**config.mk**
```make
export PLATFORM = sky130hd
export DESIGN_NAME = cnt_cmd_seq
export DESIGN_NICKNAME = d
export VERILOG_FILES = /design/src/rtl/cnt_seq_pkg.sv /design/src/rtl/cnt_cmd_fifo.sv /design/src/rtl/cnt_cmd_seq.sv
export SDC_FILE = /design/constraint.sdc
export NUM_CORES = 1
export LEC_CHECK = 0
export ABC_CLOCK_PERIOD_IN_PS = 4200
export BUFFER_PORTS_ARGS = -buffer_cell sky130_fd_sc_hd__buf_4
export CAP_MARGIN = 25
export CORE_UTILIZATION = 46
export DETAILED_ROUTE_END_ITERATION = 6
export PLACE_DENSITY = 0.63
export SYNTH_ARGS = -nofsm -noshare
export SYNTH_HDL_FRONTEND = slang
export SYNTH_HIERARCHICAL = 1
export SYNTH_SLANG_ARGS = --single-unit
```
**constraint.sdc**
```tcl
create_clock -name clk -period 4.2 [get_ports clk]
set_input_delay 0.21 -clock clk [delete_from_list [all_inputs] [get_ports clk]]
set_output_delay 0.21 -clock clk [all_outputs]
set_load 0.03 [all_outputs]
```
**src/rtl/cnt_seq_pkg.sv**
```systemverilog
// ============================================================================
//  Module      : cnt_seq_pkg
//  Description : Shared types for the counter command sequencer.
//  Revision    : 1.0 - initial release
// ============================================================================
`default_nettype none

package cnt_seq_pkg;

    localparam int c_CMD_ARG_W = 4;

    typedef enum logic [1:0] {
        OP_HOLD = 2'd0,
        OP_LOAD = 2'd1,
        OP_UP   = 2'd2,
        OP_DOWN = 2'd3
    } cmd_op_e;

    typedef enum logic [2:0] {
        ST_IDLE      = 3'd0,
        ST_EXEC_LOAD = 3'd1,
        ST_EXEC_HOLD = 3'd2,
        ST_EXEC_UP   = 3'd3,
        ST_EXEC_DOWN = 3'd4
    } seq_state_e;

    typedef struct packed {
        cmd_op_e                op;
        logic [c_CMD_ARG_W-1:0] arg;
    } cmd_t;

    // States that consume a run-length counter.
    function automatic logic is_run_state(input seq_state_e s);
        return (s == ST_EXEC_HOLD) || (s == ST_EXEC_UP) || (s == ST_EXEC_DOWN);
    endfunction

endpackage

`default_nettype wire

```
**src/rtl/cnt_cmd_fifo.sv**
```systemverilog
// ============================================================================
//  Module      : cnt_cmd_fifo
//  Description : Synchronous command FIFO; head entry is read from storage regs.
//  Revision    : 1.0 - initial release
// ============================================================================
`default_nettype none

module cnt_cmd_fifo
    import cnt_seq_pkg::*;
#(
    parameter int DEPTH = 4
) (
    input  logic clk,
    input  logic rst,
    input  logic wr_en,
    input  cmd_t wr_data,
    output logic full,
    input  logic rd_en,
    output cmd_t rd_data,
    output logic empty
);

    localparam int c_AW = $clog2(DEPTH);

    cmd_t             r_mem [DEPTH];
    logic [c_AW:0]    r_wr_ptr;
    logic [c_AW:0]    r_rd_ptr;
    logic             w_push;
    logic             w_pop;

    assign w_push  = wr_en && !full;
    assign w_pop   = rd_en && !empty;

    // Extra pointer bit distinguishes full from empty when indices match.
    assign empty   = (r_wr_ptr == r_rd_ptr);
    assign full    = (r_wr_ptr[c_AW] != r_rd_ptr[c_AW]) &&
                     (r_wr_ptr[c_AW-1:0] == r_rd_ptr[c_AW-1:0]);
    assign rd_data = r_mem[r_rd_ptr[c_AW-1:0]];

    always_ff @(posedge clk) begin
        if (rst) begin
            r_wr_ptr <= '0;
            r_rd_ptr <= '0;
        end else begin
            if (w_push) r_wr_ptr <= r_wr_ptr + 1'b1;
            if (w_pop)  r_rd_ptr <= r_rd_ptr + 1'b1;
        end
    end

    always_ff @(posedge clk) begin
        if (w_push) r_mem[r_wr_ptr[c_AW-1:0]] <= wr_data;
    end

endmodule

`default_nettype wire

```
**src/rtl/cnt_cmd_seq.sv**
```systemverilog
// ============================================================================
//  Module      : cnt_cmd_seq
//  Description : Queued command sequencer driving an up/down counter, with a
//                mirror of the counter value and wrap detection.
//  Revision    : 1.0 - initial release
// ============================================================================
`default_nettype none

module cnt_cmd_seq
    import cnt_seq_pkg::*;
#(
    parameter int WIDTH      = c_CMD_ARG_W,
    parameter int FIFO_DEPTH = 4
) (
    input  logic             clk,
    input  logic             rst,
    input  logic             cmd_valid,
    output logic             cmd_ready,
    input  logic [1:0]       cmd_op,
    input  logic [WIDTH-1:0] cmd_arg,
    output logic             load_en,
    output logic [WIDTH-1:0] load,
    output logic             down,
    output logic [WIDTH-1:0] mirror_count,
    output logic             busy,
    output logic             wrap_pulse
);

    seq_state_e       r_state;
    seq_state_e       w_state_nxt;
    logic [WIDTH-1:0] r_run_cnt;
    logic [WIDTH-1:0] w_run_nxt;
    logic [WIDTH-1:0] r_arg;
    logic [WIDTH-1:0] w_arg_nxt;
    logic [WIDTH-1:0] r_mirror;
    logic             r_wrap;

    cmd_t             w_push_data;
    cmd_t             w_head;
    logic             w_full;
    logic             w_empty;
    logic             w_push;
    logic             w_can_pop;
    logic             w_pop;
    logic             w_last_run;

    assign cmd_ready        = !rst && !w_full;
    assign w_push           = cmd_valid && cmd_ready;
    assign w_push_data.op   = cmd_op_e'(cmd_op);
    assign w_push_data.arg  = cmd_arg;

    cnt_cmd_fifo #(
        .DEPTH   (FIFO_DEPTH)
    ) u_fifo (
        .clk     (clk),
        .rst     (rst),
        .wr_en   (w_push),
        .wr_data (w_push_data),
        .full    (w_full),
        .rd_en   (w_pop),
        .rd_data (w_head),
        .empty   (w_empty)
    );

    assign w_last_run = is_run_state(r_state) && (r_run_cnt == WIDTH'(1));
    assign w_can_pop  = (r_state == ST_IDLE) || (r_state == ST_EXEC_LOAD) || w_last_run;
    assign w_pop      = w_can_pop && !w_empty;

    always_ff @(posedge clk) begin
        if (rst) begin
            r_state   <= ST_IDLE;
            r_run_cnt <= '0;
            r_arg     <= '0;
        end else begin
            r_state   <= w_state_nxt;
            r_run_cnt <= w_run_nxt;
            r_arg     <= w_arg_nxt;
        end
    end

    // A zero-length run is popped and dropped: the FSM returns to IDLE and
    // the following command is popped on the next cycle.
    always_comb begin
        w_state_nxt = r_state;
        w_run_nxt   = r_run_cnt;
        w_arg_nxt   = r_arg;
        if (is_run_state(r_state)) begin
            w_run_nxt = r_run_cnt - WIDTH'(1);
        end
        if (w_can_pop) begin
            w_state_nxt = ST_IDLE;
            w_run_nxt   = '0;
            if (w_pop) begin
                w_arg_nxt = w_head.arg;
                w_run_nxt = w_head.arg;
                case (w_head.op)
                    OP_LOAD: w_state_nxt = ST_EXEC_LOAD;
                    OP_HOLD: w_state_nxt = (w_head.arg == '0) ? ST_IDLE : ST_EXEC_HOLD;
                    OP_UP:   w_state_nxt = (w_head.arg == '0) ? ST_IDLE : ST_EXEC_UP;
                    OP_DOWN: w_state_nxt = (w_head.arg == '0) ? ST_IDLE : ST_EXEC_DOWN;
                    default: w_state_nxt = ST_IDLE;
                endcase
            end
        end
    end

    always_comb begin
        load_en = 1'b1;
        load    = r_mirror;
        down    = 1'b0;
        if (rst) begin
            load = '0;
        end else begin
            case (r_state)
                ST_EXEC_LOAD: load = r_arg;
                ST_EXEC_UP:   load_en = 1'b0;
                ST_EXEC_DOWN: begin
                    load_en = 1'b0;
                    down    = 1'b1;
                end
                default: load = r_mirror;
            endcase
        end
    end

    // Mirror tracks the counter on the same edge; wraps only when counting.
    always_ff @(posedge clk) begin
        if (rst) begin
            r_mirror <= '0;
            r_wrap   <= 1'b0;
        end else begin
            if (load_en)   r_mirror <= load;
            else if (down) r_mirror <= r_mirror - WIDTH'(1);
            else           r_mirror <= r_mirror + WIDTH'(1);
            r_wrap <= !load_en && (down ? (r_mirror == '0) : (r_mirror == '1));
        end
    end

    assign mirror_count = r_mirror;
    assign wrap_pulse   = r_wrap;
    assign busy         = !rst && ((r_state != ST_IDLE) || !w_empty);

endmodule

`default_nettype wire

```
# == After elaboration in Yosys (flattened, before gate mapping) ==
# Memory sizes are Yosys's and may differ from the RTL's. A register that Yosys moved wholly into a read port is not among the register bits.
# Index checks and enable logic that the tools add are counted.
# totals
out_inout_bits,13
mem_bits_rw,24
n_memories,1
register_bits,22
inputBits,9
word_cells,72
# memory_table
memory,words,word_bits,rd,rd_clocked_by_memory_dff,wr,line_no,text
u_fifo.r_mem,4,6,1,1,1,cnt_cmd_fifo.sv:25,cmd_t r_mem [DEPTH];
# op_classes
addsub,5
eq_ne,12
n_mux,21
n_reduce_logical,26
# ops
op,count
two-way mux 4 bit,7
case mux 3 bit (4 select lines),1
logical AND 1 bit,9
logical NOT 4 bit,2
two-way mux 2 bit,4
subtractor 4 x 1 -> 4 bit (second input constant),2
two-way mux 1 bit,7
adder 3 x 1 -> 3 bit (second input constant),2
== test 3 x 2 -> 1 bit (second input constant),2
two-way mux 3 bit,2
logical OR 1 bit,5
adder 4 x 1 -> 4 bit (second input constant),1
== test 2 bit (second input constant),2
== test 4 x 1 -> 1 bit (second input constant),1
== test 4 bit (second input constant),1
logical NOT 1 bit,4
== test 3 x 1 -> 1 bit (second input constant),1
== test 3 bit,1
== test 3 bit (second input constant),1
logical NOT 3 bit,1
nonzero test 3 bit,1
== test 2 x 1 -> 1 bit (second input constant),1
== test 2 bit,1
logical NOT 2 bit,1
other kinds (4),4

# == Longest topological paths before layout ==
# depth
ltp_word,9
mapped_depth,9
depth_no_buf,8

# == By module ==
# Netlist, hierarchy kept.
# by_module_without_submodules
module,cells_per_inst,area_per_inst_um2,instances,seq_area_each_um2
cnt_cmd_fifo,99,1442.6,1,880.8
cnt_cmd_seq,111,965.9,1,320.3

# == Worst setup path before layout ==
# Ideal clock, no wire load.
# synth_path
path_kind,register to register
startpoint,register u_fifo.r_rd_ptr[1]
endpoint,"memory u_fifo/r_mem[3][0] (netlist bit), enable pin"
setup_ps,373
t_required_ps,3827
arrival_ps,2059
period_less_slack_ps,2432
n_path_buf,1
stages_incl_launch_ff,9
slack_ps,1768
cell_sequence,dfxtp_1 clkbuf_4 xnor2_1 nand2_1 nor2_1 nor2_1 and2_1 nand2_1 a31oi_1
# synth_between
elab_chain_len,8
# synth_rtl
element,line_no,text
start: declaration,cnt_cmd_fifo.sv:27,logic [c_AW:0] r_rd_ptr;
start signal: assignment,cnt_cmd_fifo.sv:46,if (w_pop) r_rd_ptr <= r_rd_ptr + 1'b1;
== test 2 bit,cnt_cmd_fifo.sv:37,(r_wr_ptr[c_AW-1:0] == r_rd_ptr[c_AW-1:0]);
logical AND 1 bit,cnt_cmd_fifo.sv:36,assign full = (r_wr_ptr[c_AW] != r_rd_ptr[c_AW]) &&
net w_full,cnt_cmd_seq.sv:40,logic w_full;
logical NOT 1 bit,cnt_cmd_seq.sv:47,assign cmd_ready = !rst && !w_full;
logical AND 1 bit,cnt_cmd_seq.sv:47,
net cmd_ready,cnt_cmd_seq.sv:18,"output logic cmd_ready,"
logical AND 1 bit,cnt_cmd_seq.sv:48,assign w_push = cmd_valid && cmd_ready;
net w_push,cnt_cmd_seq.sv:42,logic w_push;
logical AND 1 bit,cnt_cmd_fifo.sv:31,assign w_push = wr_en && !full;
two-way mux 1 bit,cnt_cmd_fifo.sv:51,if (w_push) r_mem[r_wr_ptr[c_AW-1:0]] <= wr_data;
two-way mux 1 bit (not written as such),cnt_cmd_fifo.sv:51,
end: declaration,cnt_cmd_fifo.sv:25,
# The timed path passes the listed nets, and every way through them passes these cells.

# == Final worst setup path ==
# layout_path
startpoint,register u_fifo.r_rd_ptr[0]
endpoint,register u_fifo.r_rd_ptr[0]
# layout_between
elab_chain_len,4
word_cells_on_any_way,5
cone_classes,1 x add/sub; 1 x eq/ne; 3 x reduce/logical
# layout_rtl
element,line_no,text
== test 3 bit,cnt_cmd_fifo.sv:35,assign empty = (r_wr_ptr == r_rd_ptr);
net w_empty,cnt_cmd_seq.sv:41,logic w_empty;
logical NOT 1 bit,cnt_cmd_seq.sv:67,assign w_pop = w_can_pop && !w_empty;
logical AND 1 bit,cnt_cmd_seq.sv:67,
net w_pop,cnt_cmd_seq.sv:44,logic w_pop;
logical AND 1 bit,cnt_cmd_fifo.sv:32,assign w_pop = rd_en && !empty;
# The timed path passes the listed nets, and every way through them passes these cells.
# A chain may end at the register's enable or synchronous reset.

==> metrics.md <==
| Metric | Value |
|---|---|
| Setup bufs post-CTS | 0 |
| Post-Place Worst Slack | 1.49 ns |
| Top cell type's share of synthesized area | 29.9% |
| Leakage power | 0.957 nW |
| GRT Util Overall | 18.9% |
| Post-DR vias/cell | 5.63 |
| Syn-to-layout area delta | 12.2% |
| Setup TNS | 0 ns |
| Slew @ Worst Pin | 0.780 ns |
| Largest area contributor in the netlist | edfxtp_1 |
| Die area | 5530 um^2 |
| Final core occ | 55.4% |
| Initial antenna violation count | 0 |
| Routability cong. | 0.804 |
| Multi-input gate area | 1090 um^2 |
| Final setup viols | 0 |
| CTS Buf Count | 5 |
| WP data required | 4.38 ns |
| Antenna violation net count after detailed routing | 0 |
| Final Hold Slack | 0.0969 ns |
| Initial DRT Pass Iterations | 4 |
| Ratio of cells with drive above 1 in the final layout | 18.4% |
| Peak VDD IR | 0.000304 V |
| Initial Utilization | 49.4% |
| Fillcell total | 446 |
| Clock root buffer | clkbuf_8 |
| First-pass GRT wire length | 7690 um |
| Worst Path Max Fanout | 15 |
| Yosys warnings | 6 |
| Critical Path AT | 2.94 ns |
| Unrepaired setup endpoints after global routing | no |
| WS Path Type | flip-flop to flip-flop |
| PortBufs | 21 |
| Grt ovf | 0 |
| Post-synthesis area per instance | 11.5 um^2 |
| Minimum clock period | 2.75 ns |
| Status | complete, no violations |
| CTS Buffer Depth | 2 |
| Post-synth top cells | dfxtp_1 (24), edfxtp_1 (24), nor2_1 (14) |
| Post-CTS Resized | 0 |
| Clock sinks | 48 |
| Sequential fraction of the synthesis area | 49.9% |
| Synth Register Bits | 48 |
| GRT met1 Usage | 23.2% |
| Grt peak-use layer | met2 |
| Later-pin clock latency in the skew report | 0.31 ns |
| Setup WS post-layout | 1.45 ns |
| Hold_buf cts | 0 |
| Highest clock rate | 363 MHz |
| Post-synth EDFFs | 24 |
| Die W | 74.4 um |
| Number of global-route vias before repair | 1,636 |
| Skew final | 0.0143 ns |
| Register Area | 1200 um^2 |
| DRC | 0 |
| Reg clk slew, reported paths | 0.10 ns |
| Via Count | 1,660 |
| Slew Limit Headroom | 47.8% |
| Hold Crit Class | input pin to flip-flop |
| Met2 usage | 32.8% |
| Syn Inst Count | 210 |
| # nets final | 244 |
| Die height | 74.4 um |
| DRT iter0 DRCs | 135 |
| Final Slew Violations | 0 |
| Ant diodes | 0 |
| H-tree level count | 2 |
| M3 GR Usage | 4.07% |
| Critical path startpoint category | flip-flop |
| DR WL/cell | 15.7 um |
| DP Wirelength | 3420 um |
| CP Capture Type | flip-flop |
| Yosys cell types | 46 |
| Largest net degree at the start of global routing | 30 |
| IO Pins | 22 |
| Top FF cell, synth | edfxtp_1 |
| Routed WL | 4620 um |
| Net Count, Synth | 227 |
| Synthesized area | 2410 um^2 |
| CTS tree | yes |
| Number of max-cap violations | 0 |
| Power Dens Cells | 567 nW/um^2 |
| Synth area leaders | edfxtp_1 (30%), dfxtp_1 (20%), mux4_2 (5.6%), ha_1 (4.2%), mux2i_1 (2.5%) |
| Final Hold Fails | 0 |
| Site Rows | 25 |
| Fraction of the cycle the final worst path needs | 65.5% |
| Ys async rst share | 0% |
| Core area | 4880 um^2 |
## cell usage in the layout (no fill, tap or decap), types with 2 or more instances in the layout
cell / instances
clkbuf_8: 5
a21oi_1: 11
mux2i_1: 6
o21ai_1: 2
nor3_1: 3
nand3_1: 4
a41oi_1: 2
nand2_1: 13
and3_1: 2
and2_1: 4
inv_1: 9
nor2_1: 14
o21a_1: 2
xor2_1: 5
nor3b_2: 2
mux2_1: 2
bufinv_16: 2
nand3b_1: 5
o211ai_1: 5
o21ai_0: 10
nor3b_1: 5
or4_1: 4
buf_4: 21
edfxtp_1: 24
dfxtp_1: 24
a31oi_1: 6
ha_1: 8
nand4_1: 2
xnor2_1: 5
a21o_1: 2
mux4_2: 6
## kinds of logic after synthesis
kind of cell,after synthesis,share of synthesized area [%]
adders and majority gates,8,4.16
muxes,15,9.51
DFF,48,49.9
and+or+nand+nor,63,15.4
xor gates and xnor gates,10,3.64
buffers and inverters,20,4.93
AOI/OAI and AO/OA,46,12.5
## final cells by class
| class | instances | area share (%) |
|---|---|---|
| sequential | 48 | 44.4 |
| multi-input combinational | 142 | 40.3 |
| timing repair buffer | 21 | 5.83 |
| tap | 67 | 3.10 |
| clock buffer | 5 | 2.55 |
| clock inverter | 3 | 2.55 |
| inverter | 9 | 1.25 |
## critical path, stage by stage (launching register included)
cell and delay (ns):
dfxtp_1 0.39, xnor2_1 0.51, nand2_1 0.25, nor2_1 0.65, nor2_1 0.27, nor3b_1 0.23
a21oi_1 0.21, o211ai_1 0.12
## path summary, 6_finish.rpt
| check | endpoint | startpoint | slack, ns | cells after the start |
|---|---|---|---|---|
| max | u_fifo/r_rd_ptr[0]$_SDFFE_PP0P_ | u_fifo/r_rd_ptr[0]$_SDFFE_PP0P_ | 1.45 | 7 |
| min | u_fifo/r_mem[3][0]$_DFFE_PP_ | cmd_arg[0] | 0.1 | 1 |
| max reg2reg | u_fifo/r_rd_ptr[0]$_SDFFE_PP0P_ | u_fifo/r_rd_ptr[0]$_SDFFE_PP0P_ | 1.45 | 7 |
| min reg2reg | r_arg[3]$_SDFFE_PP0P_ | r_arg[3]$_SDFFE_PP0P_ | 0.48 | 2 |
## metal layers
layer | up-vias | wire length [um] | share of wire, %
met3 | 5 | 170 | 3.7
met2 | 32 | 2340 | 51
li1 | 822 | - | -
met1 | 801 | 2050 | 44
met5 | - | 0 | 0
met4 | 0 | 58 | 1.3
## registers in the layout, summed over array words and instances, names as in the netlist, named ones only
signal / cells
u_fifo/r_mem: 24
r_arg: 4
u_fifo/r_wr_ptr: 3
u_fifo/r_rd_ptr: 3
r_state: 3
r_run_cnt: 4
mirror_count: 4
wrap_pulse: 1
## per-stage QoR
| step | power [mW] | area, um^2 | cells |
|---|---|---|---|
| global route | 1.62 | 2700 | 295 |
| detailed placement | 1.14 | 2560 | 287 |
| finish | 1.53 | 2700 | 295 |
| CTS | 1.54 | 2700 | 295 |
| floorplan | 1.03 | 2410 | 210 |
| global placement | 1.12 | 2560 | 287 |
## power by group
part | internal (mW) | leakage (nW) | switching (mW) | total (mW)
clock network | 0.240 | 0.0687 | 0.161 | 0.401
logic | 0.203 | 0.475 | 0.290 | 0.493
registers | 0.557 | 0.413 | 0.0808 | 0.638
(Power assumes the default switching activity.)
